<file path="src/rtl/if_axis_fifo.sv">
// Memory-mapped AXI-Stream bridge: inbound beats queue in an RX FIFO read by the CPU,
// CPU writes queue in a TX FIFO drained onto the outbound stream.
module if_axis_fifo #(
    parameter int unsigned AXIS_DATA_WIDTH = 8,
    parameter int unsigned FIFO_DEPTH_LOG2 = 4,
    parameter logic [31:0] SOC_SEGMENT     = 32'he4,
    parameter logic [31:0] SOC_CLASS       = 32'ha9
) (
    input  logic                       axis_aclk_i,
    input  logic                       axis_aresetn_i,
    input  logic [31:0]                addr_i,
    input  logic [31:0]                data_i,
    input  logic                       data_w_i,
    output logic [31:0]                data_o,
    output logic                       data_access_o,
    output logic                       irq_o,
    input  logic                       s_axis_tvalid_i,
    output logic                       s_axis_tready_o,
    input  logic [AXIS_DATA_WIDTH-1:0] s_axis_tdata_i,
    output logic                       m_axis_tvalid_o,
    input  logic                       m_axis_tready_i,
    output logic [AXIS_DATA_WIDTH-1:0] m_axis_tdata_o
);

    localparam int unsigned PW    = FIFO_DEPTH_LOG2;
    localparam int unsigned CW    = FIFO_DEPTH_LOG2 + 1;
    localparam int unsigned DEPTH = 1 << FIFO_DEPTH_LOG2;
    localparam logic [CW-1:0] FULL_CNT = CW'(DEPTH);

    logic [AXIS_DATA_WIDTH-1:0] r_rx_mem [DEPTH];
    logic [AXIS_DATA_WIDTH-1:0] r_tx_mem [DEPTH];
    logic [PW-1:0] r_rx_wptr, r_rx_rptr, r_tx_wptr, r_tx_rptr;
    logic [CW-1:0] r_rx_count, r_tx_count;
    logic [31:0]   r_data;
    logic          r_err, r_irq_en, r_irq;
    logic          r_prev_acc, r_prev_we;
    logic [2:0]    r_prev_sel;

    logic [2:0]    w_sel;
    logic          w_stb, w_rd, w_wr;
    logic          w_rx_full, w_rx_empty, w_tx_full, w_tx_empty;
    logic          w_rx_push, w_rx_pop, w_rx_flush, w_tx_push, w_tx_pop, w_tx_flush;
    logic          w_err_new, w_err_clr, w_err_n, w_irq_en_n;
    logic [CW-1:0] w_rx_count_n, w_tx_count_n;
    logic [7:0]    w_rx_cnt8;
    logic [31:0]   w_rdata;
    logic [AXIS_DATA_WIDTH-1:0] w_rx_head;
    logic          w_unused;

    assign data_access_o = (addr_i[31:24] == SOC_SEGMENT[7:0]) &&
                           (addr_i[23:16] == SOC_CLASS[7:0]);
    assign w_sel = addr_i[6:4];

    // Only the first cycle of an access (or a change of register/direction) acts
    assign w_stb = data_access_o &
                   ~(r_prev_acc & (r_prev_sel == w_sel) & (r_prev_we == data_w_i));
    assign w_rd  = w_stb & ~data_w_i;
    assign w_wr  = w_stb & data_w_i;

    assign w_rx_full  = (r_rx_count == FULL_CNT);
    assign w_rx_empty = (r_rx_count == '0);
    assign w_tx_full  = (r_tx_count == FULL_CNT);
    assign w_tx_empty = (r_tx_count == '0);

    assign s_axis_tready_o = ~w_rx_full & axis_aresetn_i;
    assign m_axis_tvalid_o = ~w_tx_empty & axis_aresetn_i;
    assign m_axis_tdata_o  = r_tx_mem[r_tx_rptr];
    assign w_rx_head       = r_rx_mem[r_rx_rptr];

    assign w_rx_flush = w_wr & (w_sel == 3'd1) & data_i[0];
    assign w_tx_flush = w_wr & (w_sel == 3'd1) & data_i[1];
    assign w_err_clr  = w_wr & (w_sel == 3'd1) & data_i[2];
    assign w_irq_en_n = (w_wr & (w_sel == 3'd1)) ? data_i[8] : r_irq_en;

    assign w_rx_push = s_axis_tvalid_i & s_axis_tready_o & ~w_rx_flush;
    assign w_rx_pop  = w_rd & (w_sel == 3'd2) & ~w_rx_empty & ~w_rx_flush;
    assign w_tx_push = w_wr & (w_sel == 3'd3) & ~w_tx_full & ~w_tx_flush;
    assign w_tx_pop  = m_axis_tvalid_o & m_axis_tready_i & ~w_tx_flush;

    assign w_err_new = (w_rd & (w_sel == 3'd2) & w_rx_empty) |
                       (w_wr & (w_sel == 3'd3) & w_tx_full);
    assign w_err_n   = w_err_new ? 1'b1 : (w_err_clr ? 1'b0 : r_err);

    assign w_rx_count_n = w_rx_flush ? '0 : r_rx_count + CW'(w_rx_push) - CW'(w_rx_pop);
    assign w_tx_count_n = w_tx_flush ? '0 : r_tx_count + CW'(w_tx_push) - CW'(w_tx_pop);

    if (CW <= 8) begin : g_cnt_fit
        assign w_rx_cnt8 = 8'(r_rx_count);
    end else begin : g_cnt_sat
        assign w_rx_cnt8 = (r_rx_count > CW'(255)) ? 8'hff : r_rx_count[7:0];
    end

    always_comb begin
        w_rdata = 32'h0;
        case (w_sel)
            3'd1:    w_rdata = {16'h0, w_rx_cnt8, 3'b0, r_err, w_tx_empty, w_tx_full,
                                w_rx_full, ~w_rx_empty};
            3'd2:    w_rdata = w_rx_empty ? 32'h0 : 32'(w_rx_head);
            3'd4:    w_rdata = {16'(r_rx_count), 16'(r_tx_count)};
            default: w_rdata = 32'h0;
        endcase
    end

    // Storage needs no reset: pointers and counts define what is valid
    always_ff @(posedge axis_aclk_i) begin
        if (w_rx_push) r_rx_mem[r_rx_wptr] <= s_axis_tdata_i;
        if (w_tx_push) r_tx_mem[r_tx_wptr] <= data_i[AXIS_DATA_WIDTH-1:0];
    end

    always_ff @(posedge axis_aclk_i) begin
        if (!axis_aresetn_i) begin
            r_rx_wptr  <= '0;
            r_rx_rptr  <= '0;
            r_tx_wptr  <= '0;
            r_tx_rptr  <= '0;
            r_rx_count <= '0;
            r_tx_count <= '0;
            r_data     <= 32'h0;
            r_err      <= 1'b0;
            r_irq_en   <= 1'b0;
            r_irq      <= 1'b0;
            r_prev_acc <= 1'b0;
            r_prev_we  <= 1'b0;
            r_prev_sel <= 3'd0;
        end else begin
            r_prev_acc <= data_access_o;
            r_prev_we  <= data_w_i;
            r_prev_sel <= w_sel;
            if (w_rx_flush) begin
                r_rx_wptr <= '0;
                r_rx_rptr <= '0;
            end else begin
                if (w_rx_push) r_rx_wptr <= r_rx_wptr + 1'b1;
                if (w_rx_pop)  r_rx_rptr <= r_rx_rptr + 1'b1;
            end
            if (w_tx_flush) begin
                r_tx_wptr <= '0;
                r_tx_rptr <= '0;
            end else begin
                if (w_tx_push) r_tx_wptr <= r_tx_wptr + 1'b1;
                if (w_tx_pop)  r_tx_rptr <= r_tx_rptr + 1'b1;
            end
            r_rx_count <= w_rx_count_n;
            r_tx_count <= w_tx_count_n;
            if (w_rd) r_data <= w_rdata;
            r_err    <= w_err_n;
            r_irq_en <= w_irq_en_n;
            r_irq    <= w_irq_en_n & (w_rx_count_n != '0);
        end
    end

    assign data_o = r_data;
    assign irq_o  = r_irq;

    assign w_unused = &{1'b0, addr_i[15:7], addr_i[3:0], data_i};

endmodule

</file>
<file path="config.mk">
export PLATFORM = sky130hd
export DESIGN_NAME = if_axis_fifo
export DESIGN_NICKNAME = d
export VERILOG_FILES = /design/src/rtl/if_axis_fifo.sv
export SDC_FILE = /design/constraint.sdc
export NUM_CORES = 1
export LEC_CHECK = 0
export ABC_AREA = 0
export CAP_MARGIN = 40
export CORE_ASPECT_RATIO = 0.75
export CORE_MARGIN = 1.5
export CORE_UTILIZATION = 45
export CTS_BUF_LIST = sky130_fd_sc_hd__clkbuf_4 sky130_fd_sc_hd__clkbuf_8
export DETAILED_ROUTE_END_ITERATION = 6
export PLACE_DENSITY = 0.65
export SYNTH_ARGS = -nofsm -noshare
export SYNTH_HDL_FRONTEND = slang
export SYNTH_SLANG_ARGS = --single-unit
export TNS_END_PERCENT = 1
</file>
<file path="constraint.sdc">
create_clock -name axis_aclk_i -period 8.32 [get_ports axis_aclk_i]
set_clock_uncertainty 0.05 [all_clocks]
set_input_delay 2.496 -clock axis_aclk_i [delete_from_list [all_inputs] [get_ports axis_aclk_i]]
set_output_delay 2.496 -clock axis_aclk_i [all_outputs]
set_load 0.02 [all_outputs]
</file>
==> results.yml <==
sta:
  min_period_over_period_pct: 83.0
  fin_crit_ns: 6.90
  rsz0062_at_grt: "no"
  fmax_mhz: 145
  hold_viol: 0
  setup_viol: 0
  tightest_slew_ns: 0.762
  finalMaxSlewViolations: 0
  final.setup.tns_ns: 0
  relSlewSlack_pct: 49.2
min_path:
  holdPathEnd: "data_o[19]"
  holdPathStages: 2
  worstHoldStart: "data_o[19]"
  hold_path.class: "reg -> reg"
synthesis:
  syn_area_per_cell_sq_um: 17.1
  yosysWarnings: 0
  synth_largest_area_cell: "edfxtp_1"
  synth_top_flop_cell: "edfxtp_1"
  synth_common_cells: "256 x edfxtp_1, 72 x mux4_2, 60 x dfxtp_1"
  synth_edf_count: 256
  yosysMostFrequentCell: "edfxtp_1"
  syn_area_sq_um: 13000
  synth_seq_cells: 316
  synthCells: 757
  synth_cell_type_count: 65
  ys_seq_area_share_pct: 68.6
  synthArstFlopShare_pct: 0
  ys_top_cells_by_area: "edfxtp_1 59%, mux4_2 13%, dfxtp_1 9.3%"
  synth_top_area_share_pct: 59.3
clock_tree:
  cts.clk_slew.worst_paths_ns: 0.07
  cts_buffers: 48
  clock-sinks: 316
  tritoncts: "done"
  postCtsSetupBuffers: 0
  htree_levels: 2
  clock_latency_ns: 0.57
  ctsHoldBuffers: 0
  cts_root_buffer: "clkbuf_8"
  cts.repair.resized: 0
  cts_buffer_depth: 3
grt:
  grt_max_degree: 33
  grt_pass1_vias: 7013
  grt_pass1_wl_um: 40300
  met1_usage_pct: 28.3
  grt_most_used_layer: "met1"
  grt_use_met2_pct: 26.6
  track_usage_pct: 18.4
  grt-ovfl-total: 0
  antenna_found_initial: 1
  grtUsageMet3_pct: 3.40
cells_and_area:
  nets: 954
  regArea_sq_um: 8890
  multiInputGateArea_sq_um: 3720
  area_growth_pct: 15.4
  fillers: 2292
  antenna_cells: 0
  drive_gt1_share_pct: 20.1
  postLayoutCoreUtil_pct: 53.1
die:
  die_h_um: 150
  start_util_pct: 46.0
  core_sq_um: 28200
  die-area_sq_um: 29900
  rows: 53
  dieWidth_um: 199
  ios: 121
placement:
  dp_hpwl_um: 17500
  gp_congestion: 0.776
  io_buffers: 70
pwr:
  fin_total_pwr_mw: 3.36
  p_sw_uw: 780
  p_seq_share_pct: 52.3
  peakVddDrop_uv: 87.1
  p_int_mw: 2.58
  combPwrFrac_pct: 10.2
  p_leak_nw: 4.96
  powerDensity_nw_per_um2: 224
  sw_frac_of_total_pct: 23.2
  p_clk_share_pct: 37.5
routing:
  avgViaCountPerCell: 5.35
  ant_nets: 0
  drc: 0
  drt-total-wl_um: 26400
  vias: 6823
  dr.pass1.iters: 5
  wl_per_cell_um: 20.7
  drt_iter0_drc: 474
critical_path:
  cp_data_arrival_time_ns: 4.36
  regToRegStartpoint: "r_rx_count[2]"
  crit_slowest_cell: "clkdlybuf4s50_1"
  cp-end-kind: "output port"
  critPathBufInv: 3
  crit_chain: "clkdlybuf4s50_1 -> nor4b_2 -> nand4_2 -> inv_1 -> clkdlybuf4s50_1"
  worstReg2RegEnd: "irq_o"
  reg2reg_slack_ns: 4.67
  reg2reg_depth: 15
  crit_top_cell: "clkdlybuf4s50_1"
  worstSetupPathType: "in -> out"
  startpoint_type: "input port"
  path_max_fanout: 11
  crit_family: "buffers and inverters"
  max_stage_delay_ns: 0.61
  required_ns: 5.77
flow_run:
  maxCapViolCount: 0
run_status:
  status: "finished, final reports clean"
==> flip-flops by register name, indices dropped and copies added (netlist names), 4 cells and up, named ones only <==
register    count
r_rx_mem      128
r_tx_mem      128
data_o         18
r_rx_count      5
r_tx_count      5
r_rx_rptr       4
r_rx_wptr       4
r_tx_rptr       4
r_tx_wptr       4
==> cells by family (layout without fill, tap and decap cells) <==
family                     after synthesis  count (layout)  synth area share (%)
adders and majority gates               24              24                  2.43
buffers and inverters                   79             200                  3.10
muxes                                   84              84                  13.4
AOI/OAI and AO/OA                       64              64                  3.57
DFF                                    316             316                  68.6
and+or+nand+nor                        169             169                  7.48
xor gates and xnor gates                20              20                  1.41
other                                    1              14                0.0289
==> how the worst max path moves through the flow <==
stage                      endpoint  slack, ns  cells after the start           start
finish                data_access_o       1.42                      5      addr_i[25]
floorplan           m_axis_tvalid_o       2.38                      4  axis_aresetn_i
global placement      data_access_o       1.45                      5      addr_i[25]
CTS                   data_access_o       1.40                      5      addr_i[25]
global route          data_access_o       1.33                      5      addr_i[25]
detailed placement    data_access_o       1.42                      5      addr_i[25]
==> layout make-up <==
| cell class | count | area share (%) |
|---|---|---|
| clock inverter | 18 | 0.794 |
| multi-input combinational | 375 | 24.9 |
| clock buffer | 70 | 5.60 |
| timing repair buffer | 82 | 5.32 |
| sequential | 316 | 59.4 |
| tap | 385 | 3.22 |
| inverter | 30 | 0.753 |
==> power by group through the flow <==
stage                     Combinational (mW)  Sequential (mW)  Clock, mW
after floorplan                        0.248             1.78          0
after global placement                 0.341             1.79          0
after detailed placement               0.344             1.79          0
after CTS                              0.346             1.76       1.29
after global routing                   0.379             1.76       1.35
final                                  0.343             1.76       1.26
==> routing by layer <==
| layer | routed length [um] | share of wire (%) | vias up |
|---|---|---|---|
| li1 | - | - | 3132 |
| met1 | 13100 | 50 | 3440 |
| met2 | 11300 | 43 | 206 |
| met3 | 1560 | 5.9 | 43 |
| met4 | 425 | 1.6 | 2 |
| met5 | 13 | 0.049 | - |
==> cells in the final DEF (no fill, tap or decap), drive strengths merged, types with 3 or more instances in the layout <==
master	count
conb	14
a21o	3
mux4	72
a211oi	7
nor3b	5
nor3	6
nand4	5
a32o	3
o21ai	9
nand2	21
edfxtp	256
nand3	18
inv	30
a22oi	5
nor2	39
clkdlybuf4s50	70
clkbuf	70
xor2	10
xnor2	10
mux2i	12
dfxtp	60
a21oi	21
buf	12
ha	22
clkinv	17
and2	9
nor2b	12
and3	37
==> stage by stage <==
step	setup WS (ns)	area (sq um)	hold WS (ns)	std cells
3_3_place_gp	1.45	14000	0.400	1185
6_report	1.42	15000	0.409	1276
5_1_grt	1.33	15000	0.440	1276
3_5_place_dp	1.42	14000	0.397	1188
2_1_floorplan	2.38	13000	0.404	770
4_1_cts	1.40	15000	0.412	1276
==> worst reg2reg max path, delay by kind of cell (launching register included) <==
kind,cells,cell delay (ns)
flip-flops,1,0.34
buffers and inverters,3,0.20
adder cells (fa/ha/maj),4,0.99
AND/OR/NAND/NOR,5,1.40
XOR/XNOR,1,0.11
AO/OA/AOI/OAI,2,0.44
Power figures use the tool's default switching activity.
